--- src/rtl/decode_issue_if.sv ---
// Handshake and register-bank port bundle between the decode/issue stage and its neighbours.
// The slave modport is the stage's view; master is the upstream/execute/writeback side.
interface decode_issue_if #(
    parameter int unsigned dir = 4,
    parameter int unsigned iw  = 32
);
    logic            in_valid;
    logic [iw-1:0]   in_instr;
    logic            in_ready;
    logic            out_valid;
    logic            out_ready;
    logic            re;
    logic [dir-1:0]  da;
    logic [dir-1:0]  db;
    logic [dir-1:0]  dc;
    logic [dir-1:0]  wr_addr;
    logic            wr_en;
    logic [3:0]      cond;
    logic [1:0]      cls;
    logic            wb_valid;
    logic [dir-1:0]  wb_addr;
    logic            flush;

    modport master (
        output in_valid, in_instr, out_ready, wb_valid, wb_addr, flush,
        input  in_ready, out_valid, re, da, db, dc, wr_addr, wr_en, cond, cls
    );

    modport slave (
        input  in_valid, in_instr, out_ready, wb_valid, wb_addr, flush,
        output in_ready, out_valid, re, da, db, dc, wr_addr, wr_en, cond, cls
    );
endinterface

--- src/rtl/decode_issue.sv ---
// ARMv4 decode-and-issue stage: single holding register, combinational decode of bank read
// addresses, and a pending-write scoreboard that stalls read-after-write hazards.
module decode_issue #(
    parameter int unsigned dir = 4,
    parameter int unsigned iw  = 32
) (
    input logic          clk,
    input logic          rst_n,
    decode_issue_if.slave bus
);
    localparam int unsigned NREG   = 1 << dir;
    localparam logic [dir-1:0] PC_REG = dir'(15);
    localparam logic [dir-1:0] LR_REG = dir'(14);

    logic            hold_valid;
    logic [iw-1:0]   hold_instr;
    logic [NREG-1:0] pending;
    logic [NREG-1:0] pending_nxt;

    logic [dir-1:0]  da_c, db_c, dc_c, wa_c;
    logic            use_a, use_b, use_c, en_c;
    logic [1:0]      cls_c;
    logic [3:0]      cond_c;
    logic [3:0]      opcode;
    logic            hazard, issue, accept;
    logic            unused_bits;

    assign opcode      = hold_instr[24:21];
    assign unused_bits = ^hold_instr[7:5];

    // Decode the held word; everything reads as 0 while nothing is held.
    always_comb begin
        da_c   = '0;
        db_c   = '0;
        dc_c   = '0;
        wa_c   = '0;
        use_a  = 1'b0;
        use_b  = 1'b0;
        use_c  = 1'b0;
        en_c   = 1'b0;
        cls_c  = 2'b00;
        cond_c = 4'h0;
        if (hold_valid) begin
            cls_c  = hold_instr[27:26];
            cond_c = hold_instr[31:28];
            unique case (hold_instr[27:26])
                2'b00: begin
                    use_a = 1'b1;
                    use_b = 1'b1;
                    da_c  = dir'(hold_instr[19:16]);
                    db_c  = dir'(hold_instr[3:0]);
                    if (!hold_instr[25] && hold_instr[4]) begin
                        use_c = 1'b1;
                        dc_c  = dir'(hold_instr[11:8]);
                    end
                    // TST/TEQ/CMP/CMN only update flags
                    if (!(opcode >= 4'b1000 && opcode <= 4'b1011)) begin
                        en_c = 1'b1;
                        wa_c = dir'(hold_instr[15:12]);
                    end
                end
                2'b01: begin
                    use_a = 1'b1;
                    da_c  = dir'(hold_instr[19:16]);
                    if (hold_instr[25]) begin
                        use_b = 1'b1;
                        db_c  = dir'(hold_instr[3:0]);
                    end
                    if (!hold_instr[20]) begin
                        use_c = 1'b1;
                        dc_c  = dir'(hold_instr[15:12]);
                    end else begin
                        en_c = 1'b1;
                        wa_c = dir'(hold_instr[15:12]);
                    end
                end
                2'b10: begin
                    if (hold_instr[24]) begin
                        en_c = 1'b1;
                        wa_c = LR_REG;
                    end
                end
                default: begin
                end
            endcase
        end
    end

    // R15 reads never stall; only the registered scoreboard is consulted.
    assign hazard = (use_a && (da_c != PC_REG) && pending[da_c])
                  | (use_b && (db_c != PC_REG) && pending[db_c])
                  | (use_c && (dc_c != PC_REG) && pending[dc_c]);

    assign issue  = hold_valid & ~hazard & bus.out_ready;
    assign accept = bus.in_valid & bus.in_ready;

    assign bus.out_valid = hold_valid & ~hazard;
    assign bus.re        = issue & ~bus.flush;
    assign bus.in_ready  = (~hold_valid | issue) & ~bus.flush;
    assign bus.da        = da_c;
    assign bus.db        = db_c;
    assign bus.dc        = dc_c;
    assign bus.wr_addr   = wa_c;
    assign bus.wr_en     = en_c;
    assign bus.cond      = cond_c;
    assign bus.cls       = cls_c;

    // Set is applied after clear so a same-cycle set wins; flush overrides both.
    always_comb begin
        pending_nxt = pending;
        if (bus.wb_valid && (bus.wb_addr != PC_REG)) begin
            pending_nxt[bus.wb_addr] = 1'b0;
        end
        if (bus.re && en_c && (wa_c != PC_REG)) begin
            pending_nxt[wa_c] = 1'b1;
        end
        if (bus.flush) begin
            pending_nxt = '0;
        end
    end

    always_ff @(posedge clk or negedge rst_n) begin
        if (!rst_n) begin
            hold_valid <= 1'b0;
            hold_instr <= '0;
            pending    <= '0;
        end else begin
            pending <= pending_nxt;
            if (bus.flush) begin
                hold_valid <= 1'b0;
            end else if (accept) begin
                hold_valid <= 1'b1;
                hold_instr <= bus.in_instr;
            end else if (issue) begin
                hold_valid <= 1'b0;
            end
        end
    end
endmodule

--- src/flat_wrapper.sv ---
// flat-port wrapper written by rule: the top's interface ports become plain ports
module decode_issue_flat 
#(
    parameter int unsigned dir = 4,
    parameter int unsigned iw  = 32
)
  (clk, rst_n, bus_in_valid, bus_in_instr, bus_out_ready, bus_wb_valid, bus_wb_addr, bus_flush, bus_in_ready, bus_out_valid, bus_re, bus_da, bus_db, bus_dc, bus_wr_addr, bus_wr_en, bus_cond, bus_cls);
  decode_issue_if #(.dir(dir), .iw(iw)) bus_i ();
  input logic clk;
  input logic rst_n;
  input wire logic [$bits(bus_i.in_valid)-1:0] bus_in_valid;
  input wire logic [$bits(bus_i.in_instr)-1:0] bus_in_instr;
  input wire logic [$bits(bus_i.out_ready)-1:0] bus_out_ready;
  input wire logic [$bits(bus_i.wb_valid)-1:0] bus_wb_valid;
  input wire logic [$bits(bus_i.wb_addr)-1:0] bus_wb_addr;
  input wire logic [$bits(bus_i.flush)-1:0] bus_flush;
  output wire logic [$bits(bus_i.in_ready)-1:0] bus_in_ready;
  output wire logic [$bits(bus_i.out_valid)-1:0] bus_out_valid;
  output wire logic [$bits(bus_i.re)-1:0] bus_re;
  output wire logic [$bits(bus_i.da)-1:0] bus_da;
  output wire logic [$bits(bus_i.db)-1:0] bus_db;
  output wire logic [$bits(bus_i.dc)-1:0] bus_dc;
  output wire logic [$bits(bus_i.wr_addr)-1:0] bus_wr_addr;
  output wire logic [$bits(bus_i.wr_en)-1:0] bus_wr_en;
  output wire logic [$bits(bus_i.cond)-1:0] bus_cond;
  output wire logic [$bits(bus_i.cls)-1:0] bus_cls;
  assign bus_i.in_valid = bus_in_valid;
  assign bus_i.in_instr = bus_in_instr;
  assign bus_i.out_ready = bus_out_ready;
  assign bus_i.wb_valid = bus_wb_valid;
  assign bus_i.wb_addr = bus_wb_addr;
  assign bus_i.flush = bus_flush;
  assign bus_in_ready = bus_i.in_ready;
  assign bus_out_valid = bus_i.out_valid;
  assign bus_re = bus_i.re;
  assign bus_da = bus_i.da;
  assign bus_db = bus_i.db;
  assign bus_dc = bus_i.dc;
  assign bus_wr_addr = bus_i.wr_addr;
  assign bus_wr_en = bus_i.wr_en;
  assign bus_cond = bus_i.cond;
  assign bus_cls = bus_i.cls;
  decode_issue #(.dir(dir), .iw(iw)) u_core (.clk(clk), .rst_n(rst_n), .bus(bus_i));
endmodule
--- config.mk ---
export PLATFORM = sky130hd
export DESIGN_NAME = decode_issue_flat
export DESIGN_NICKNAME = d
export VERILOG_FILES = /design/src/rtl/decode_issue_if.sv /design/src/rtl/decode_issue.sv /design/src/flat_wrapper.sv
export SDC_FILE = /design/constraint.sdc
export NUM_CORES = 1
export LEC_CHECK = 0
export CORE_MARGIN = 2
export CORE_UTILIZATION = 50
export DETAILED_ROUTE_END_ITERATION = 10
export PLACE_DENSITY = 0.8
export SYNTH_ARGS = -nofsm -noshare
export SYNTH_HDL_FRONTEND = slang
export SYNTH_SLANG_ARGS = --single-unit
--- constraint.sdc ---
create_clock -name clk -period 4.3 [get_ports clk]
set_clock_uncertainty 0.2 [all_clocks]
set_input_delay 1.075 -clock clk [delete_from_list [all_inputs] [get_ports clk]]
set_output_delay 1.075 -clock clk [all_outputs]
set_load 0.01 [all_outputs]
Yosys cells after proc, flatten, opt, wreduce, memory -nomap -nowiden:

Cells that the tools add are included.

* bits in registers: 49
* output and inout bits: 26
* input bits: 42

* equal/unequal tests: 7
* bitwise logic cells: 14
* mux-type cells: 46
* reductions and logical operators: 18
* $lt $le $gt $ge: 9

Operators with widths (number)
* $mux 16: 3
* $mux 4: 12
* $lt 4x5->1 const B: 5
* $ne 4x4->1 const B: 5
* $mux 1: 19
* $and 16x16->16: 1
* $not 16->16: 1
* $or 16x16->16: 1
* $pmux 4 s2: 2
* $logic_and 1x1->1: 13
* $bmux 1 s4: 3
* $pmux 4 s3: 1
* $demux 1 s4: 2
* $ge 4x1->1 const B: 2
* $and 1x1->1: 5
* $ge 4x4->1 const B: 1
* $le 4x4->1 const B: 1
* $pmux 1 s2: 2
* $not 1->1: 3
* $or 1x1->1: 3
* $pmux 1 s3: 1
* $reduce_bool 3->1: 1
* $eq 2x1->1 const B: 1
* $eq 2x2->1 const B: 1
* 5 further kinds: 5

Logic depth before layout (Yosys ltp):

Gate-level depths: netlist (run 1).

* depth in word-level cells: 17
* gate-level depth with buffers: 11
* depth with buffers taken out: 8

Least setup slack after synthesis (run 1):

No wires, ideal clock.

* kind: register to output
* from: register u_core.hold_instr[27]
* to: output bus_in_ready
* setup slack: 456 ps
* data arrival time: 2569 ps
* required time: 3025 ps
* path buffers: 2
* cell stages (with the launch flop): 10
* cell sequence: dfrtp_1 buf_2 or4b_1 o22ai_1 a2111oi_0 a21boi_1 nor4_4 o211ai_4 clkbuf_1 a21oi_1

RTL lines
* start, declared: line decode_issue.sv:16 `logic [iw-1:0] hold_instr;`
* start signal, assigned: line decode_issue.sv:133 `hold_instr <= bus.in_instr;`
* $eq 2x1->1 or $logic_not 2->1 (tied branches): line decode_issue.sv:46 `unique case (hold_instr[27:26])`
* $pmux 4 s2 *: line decode_issue.sv:46
* $mux 4 *: line decode_issue.sv:43 `if (hold_valid) begin`
* net bus_dc[2]: line flat_wrapper.sv:22 `output wire logic [$bits(bus_i.dc)-1:0] bus_dc;`
* $bmux 1 s4 or $ne 4x4->1 (tied branches): line decode_issue.sv:92 `| (use_c && (dc_c != PC_REG) && pending[dc_c]);`
* $mux 1 (implied by the code) or $logic_and 1x1->1 (tied branches): line decode_issue.sv:92
* $logic_and 1x1->1 *: line decode_issue.sv:92
* $or 1x1->1 *: line decode_issue.sv:92
* $not 1->1 *: line decode_issue.sv:94 `assign issue = hold_valid & ~hazard & bus.out_ready;`
* $and 1x1->1 * (2 in a row): line decode_issue.sv:94
* $or 1x1->1 *: line decode_issue.sv:99 `assign bus.in_ready = (~hold_valid | issue) & ~bus.flush;`
* $and 1x1->1 *: line decode_issue.sv:99
* end, declared: line flat_wrapper.sv:17 `output wire logic [$bits(bus_i.in_ready)-1:0] bus_in_ready;`

Mark *: on every way through the listed nets, which the timed path passes. The rest lies on a longest branch. The select of a mux whose other input is x is not followed.

Final worst setup path (run 1):

* from: register u_core.hold_instr[26]
* to: output bus_out_valid

* cells in the longest elaborated chain, start to end: 11

RTL lines
* $eq 2x1->1 or $logic_not 2->1 (tied branches): line decode_issue.sv:46
* $reduce_or 2->1 (no line)
* $mux 4: line decode_issue.sv:46
* $mux 4: line decode_issue.sv:43
* $bmux 1 s4 or $ne 4x4->1 (tied branches): line decode_issue.sv:90 `assign hazard = (use_a && (da_c != PC_REG) && pending[da_c])`
* $mux 1 (implied by the code) or $logic_and 1x1->1 (tied branches): line decode_issue.sv:90
* $logic_and 1x1->1: line decode_issue.sv:90
* $or 1x1->1: line decode_issue.sv:91 `| (use_b && (db_c != PC_REG) && pending[db_c])`
* $or 1x1->1 *: line decode_issue.sv:92
* $not 1->1 *: line decode_issue.sv:97 `assign bus.out_valid = hold_valid & ~hazard;`
* $and 1x1->1 *: line decode_issue.sv:97
* end, declared: line flat_wrapper.sv:18 `output wire logic [$bits(bus_i.out_valid)-1:0] bus_out_valid;`

Every way passes the cells marked *; elsewhere a longest branch is shown, timed or not. The select of a mux whose other input is x is not followed.

==> flow_metrics.tcl, run 1 <==
set metrics [dict create \
    numCtsBuffers 5 \
    grt_pass1_wl_mm 12.8 \
    wl_per_cell_um 18.0 \
    startpoint_type "flip-flop" \
    synth_ff_type "dfrtp_1" \
    fin_cells 426 \
    hold_viol 0 \
    max_slew.worst_pin.slew_ns 0.995 \
    critPathKind "reg2out" \
    cts_root_buffer "clkbuf_8" \
    cts_tree "done" \
    cts_hold_buffers 0 \
    port_buffers 62 \
    synth.yosys.seq_area_share 0.389 \
    worst_ep_arrival_time_ns 2.92 \
    insertion_delay_ns 0.30 \
    finalWirelength_mm 7.67 \
    drt-pass1-iter-count 5 \
    ant_nets 0 \
    async_reset_ff_frac 1.00 \
    path_max_fanout 7 \
    fin_nets 395 \
    nFillCells 451 \
    critPathRequiredTime_ns 3.02 \
    syn_avg_cell_area_um2 9.97 \
    ys_seq_elements 44 \
    grt_overflow_total 0 \
    area_growth_pct 30.8 \
    die_area_um2 6280 \
    drtIter0Drc 180 \
    synth_edf_count 0 \
    finalMaxSlewViolations 0 \
    status "finished, final reports clean" \
    drive_above_1_share 0.147 \
    grt_max_degree 45 \
    remaining_drc_errors 0 \
    slew_headroom 0.337 \
    synth_cell_types 56 \
    peakVddDrop_v 0.000192 \
    layout_min_cycle_time_ns 4.20 \
    antenna_found_initial 0 \
    multi_input_area_um2 1650 \
    dieWidth_um 79.3 \
    first_global_vias 2526 \
    maxCapViolCount 0 \
    path_clk_slew_ns 0.09 \
    final_util 0.677 \
    clock_path_buffers 2 \
    start_util 0.518 \
    place_hpwl_mm 5.64 \
    syn_inst 284 \
    fin_ws_ns 0.102 \
    worstSetupEndpointType "output port" \
    h-tree-depth 2 \
    final_cell_mix "59 x clkdlybuf4s50_1, 42 x dfrtp_1, 20 x mux2_1" \
    final_common_cell "clkdlybuf4s50_1" \
    vias_per_cell 6.15 \
    min_period_over_period 0.976 \
    vias 2622 \
    placed_cells 415 \
    ios 68 \
    regArea_um2 1100 \
    fmaxAchievable_mhz 238 \
    die_h_um 79.3 \
    syn-cell-area_um2 2830 \
    core_um2 5470 \
    num_rows 27 \
    p_per_area_nw_per_um2 321 \
    num_antenna_cells 0 \
    hold_path.class "reg2reg" \
    clock-sinks 44 \
    grt_use_total 0.258 \
    dp_slack_ns 0.159 \
    syn-num-nets 326 \
    finalSetupViolCount 0 \
    yosys_warnings 0 \
    gp_congestion 0.929 \
    leakage_nw 1.52 \
]
-- power by group --
group	leakage (nW)	switching [mW]	total (mW)	internal [mW]
registers	0.552	0.0786	0.546	0.467
clock network	0.0424	0.151	0.268	0.116
logic	0.921	0.174	0.377	0.203
total	1.52	0.404	1.19	0.786
-- cell type report --
cell class	instances	share of cell area
inverter	11	0.0111
sequential	44	0.298
multi-input combinational	213	0.446
tap	72	0.0243
timing repair buffer	78	0.198
clock buffer	7	0.0206
clock inverter	1	0.00236
-- Yosys cell counts (4+ instances only) --
master | n | area, µm²
nand2_1 | 17 | 63.8
nor2_1 | 19 | 71.3
nor4bb_1 | 4 | 40.0
mux2_2 | 7 | 78.8
a21oi_1 | 10 | 50.1
a21o_1 | 5 | 37.5
clkbuf_1 | 10 | 37.5
nand2b_1 | 8 | 50.1
inv_1 | 11 | 41.3
and3_1 | 4 | 25.0
and2_1 | 9 | 56.3
o211ai_1 | 10 | 75.1
nor2b_1 | 4 | 25.0
or3_1 | 4 | 25.0
mux2_1 | 20 | 225
dfrtp_1 | 44 | 1100
o41ai_1 | 8 | 70.1
nand3b_1 | 4 | 30.0
o21ai_0 | 6 | 30.0
nand3_1 | 10 | 50.1
mux2i_1 | 11 | 110
o21bai_1 | 4 | 30.0
-- critical path, stage by stage, from the launching register on --
cell             delay, ns
dfrtp_2               0.46
buf_4                 0.17
and4bb_2              0.26
a32o_1                0.26
and2_1                0.17
o211a_2               0.25
nor4_4                0.33
o21a_1                0.17
clkdlybuf4s50_1       0.53
-- metrics by stage --
stage	hold WS (ns)	TNS [ns]	power [mW]	area, µm²
after CTS	0.291	0	1.18	3670
after global placement	0.264	0	0.899	3560
after floorplan	0.250	0	0.754	2830
final	0.291	0	1.19	3700
after global routing	0.305	-0.000471	1.25	3700
after detailed placement	0.271	0	0.909	3560
-- layer usage --
layer / global-route usage / share of wire / up-vias
li1: - / - / 1221
met2: 0.419 / 0.48 / 98
met3: 0.0398 / 0.059 / 16
met5: 0 / 0 / -
met1: 0.358 / 0.44 / 1287
met4: 0.0724 / 0.017 / 0
-- cell families after synthesis --
| family | after synthesis | synth area share |
|---|---|---|
| buf+inv | 27 | 0.0424 |
| mux | 38 | 0.146 |
| flops | 44 | 0.389 |
| compound gates | 80 | 0.221 |
| simple gates | 95 | 0.202 |
-- worst paths after layout --
check,startpoint,endpoint,slack [ns],cells past startpoint
worst max-delay path,u_core.hold_instr[26]$_DFFE_PN0P_,bus_out_valid,0.10,8
min in group asynchronous,rst_n,u_core.hold_instr[29]$_DFFE_PN0P_,0.73,1
worst min-delay path,u_core.hold_instr[31]$_DFFE_PN0P_,u_core.hold_instr[31]$_DFFE_PN0P_,0.29,1
max in group asynchronous,rst_n,u_core.hold_instr[26]$_DFFE_PN0P_,2.50,1
worst max register to register,u_core.hold_instr[26]$_DFFE_PN0P_,u_core.hold_instr[3]$_DFFE_PN0P_,0.80,11
worst min register to register,u_core.hold_instr[31]$_DFFE_PN0P_,u_core.hold_instr[31]$_DFFE_PN0P_,0.29,1
-- registers in the layout (all words and copies together), names as in the netlist --
name / count
u_core.hold_valid: 1
u_core.pending: 16
u_core.hold_instr: 27
-- repair_timing --
| action | CTS | global route |
|---|---|---|
| setup buffers | 0 | 3 |
| pin swaps | 0 | 1 |
| hold endpoints to repair | 0 | 0 |
| setup endpoints to repair | 3 | 3 |
| gates resized for setup | 10 | 2 |
Power figures use the tool's default switching activity.
==> inputs of run 2 (changes only) <==
--- a/config.mk
+++ b/config.mk
@@ -7,6 +7,7 @@
 export LEC_CHECK = 0
 export CORE_MARGIN = 2
 export CORE_UTILIZATION = 50
+export CTS_CLUSTER_SIZE = 10
 export DETAILED_ROUTE_END_ITERATION = 10
 export PLACE_DENSITY = 0.8
 export SYNTH_ARGS = -nofsm -noshare
==> results of run 2 <==
Same layout as run 1: the final DEF is identical, and so are final timing and power.
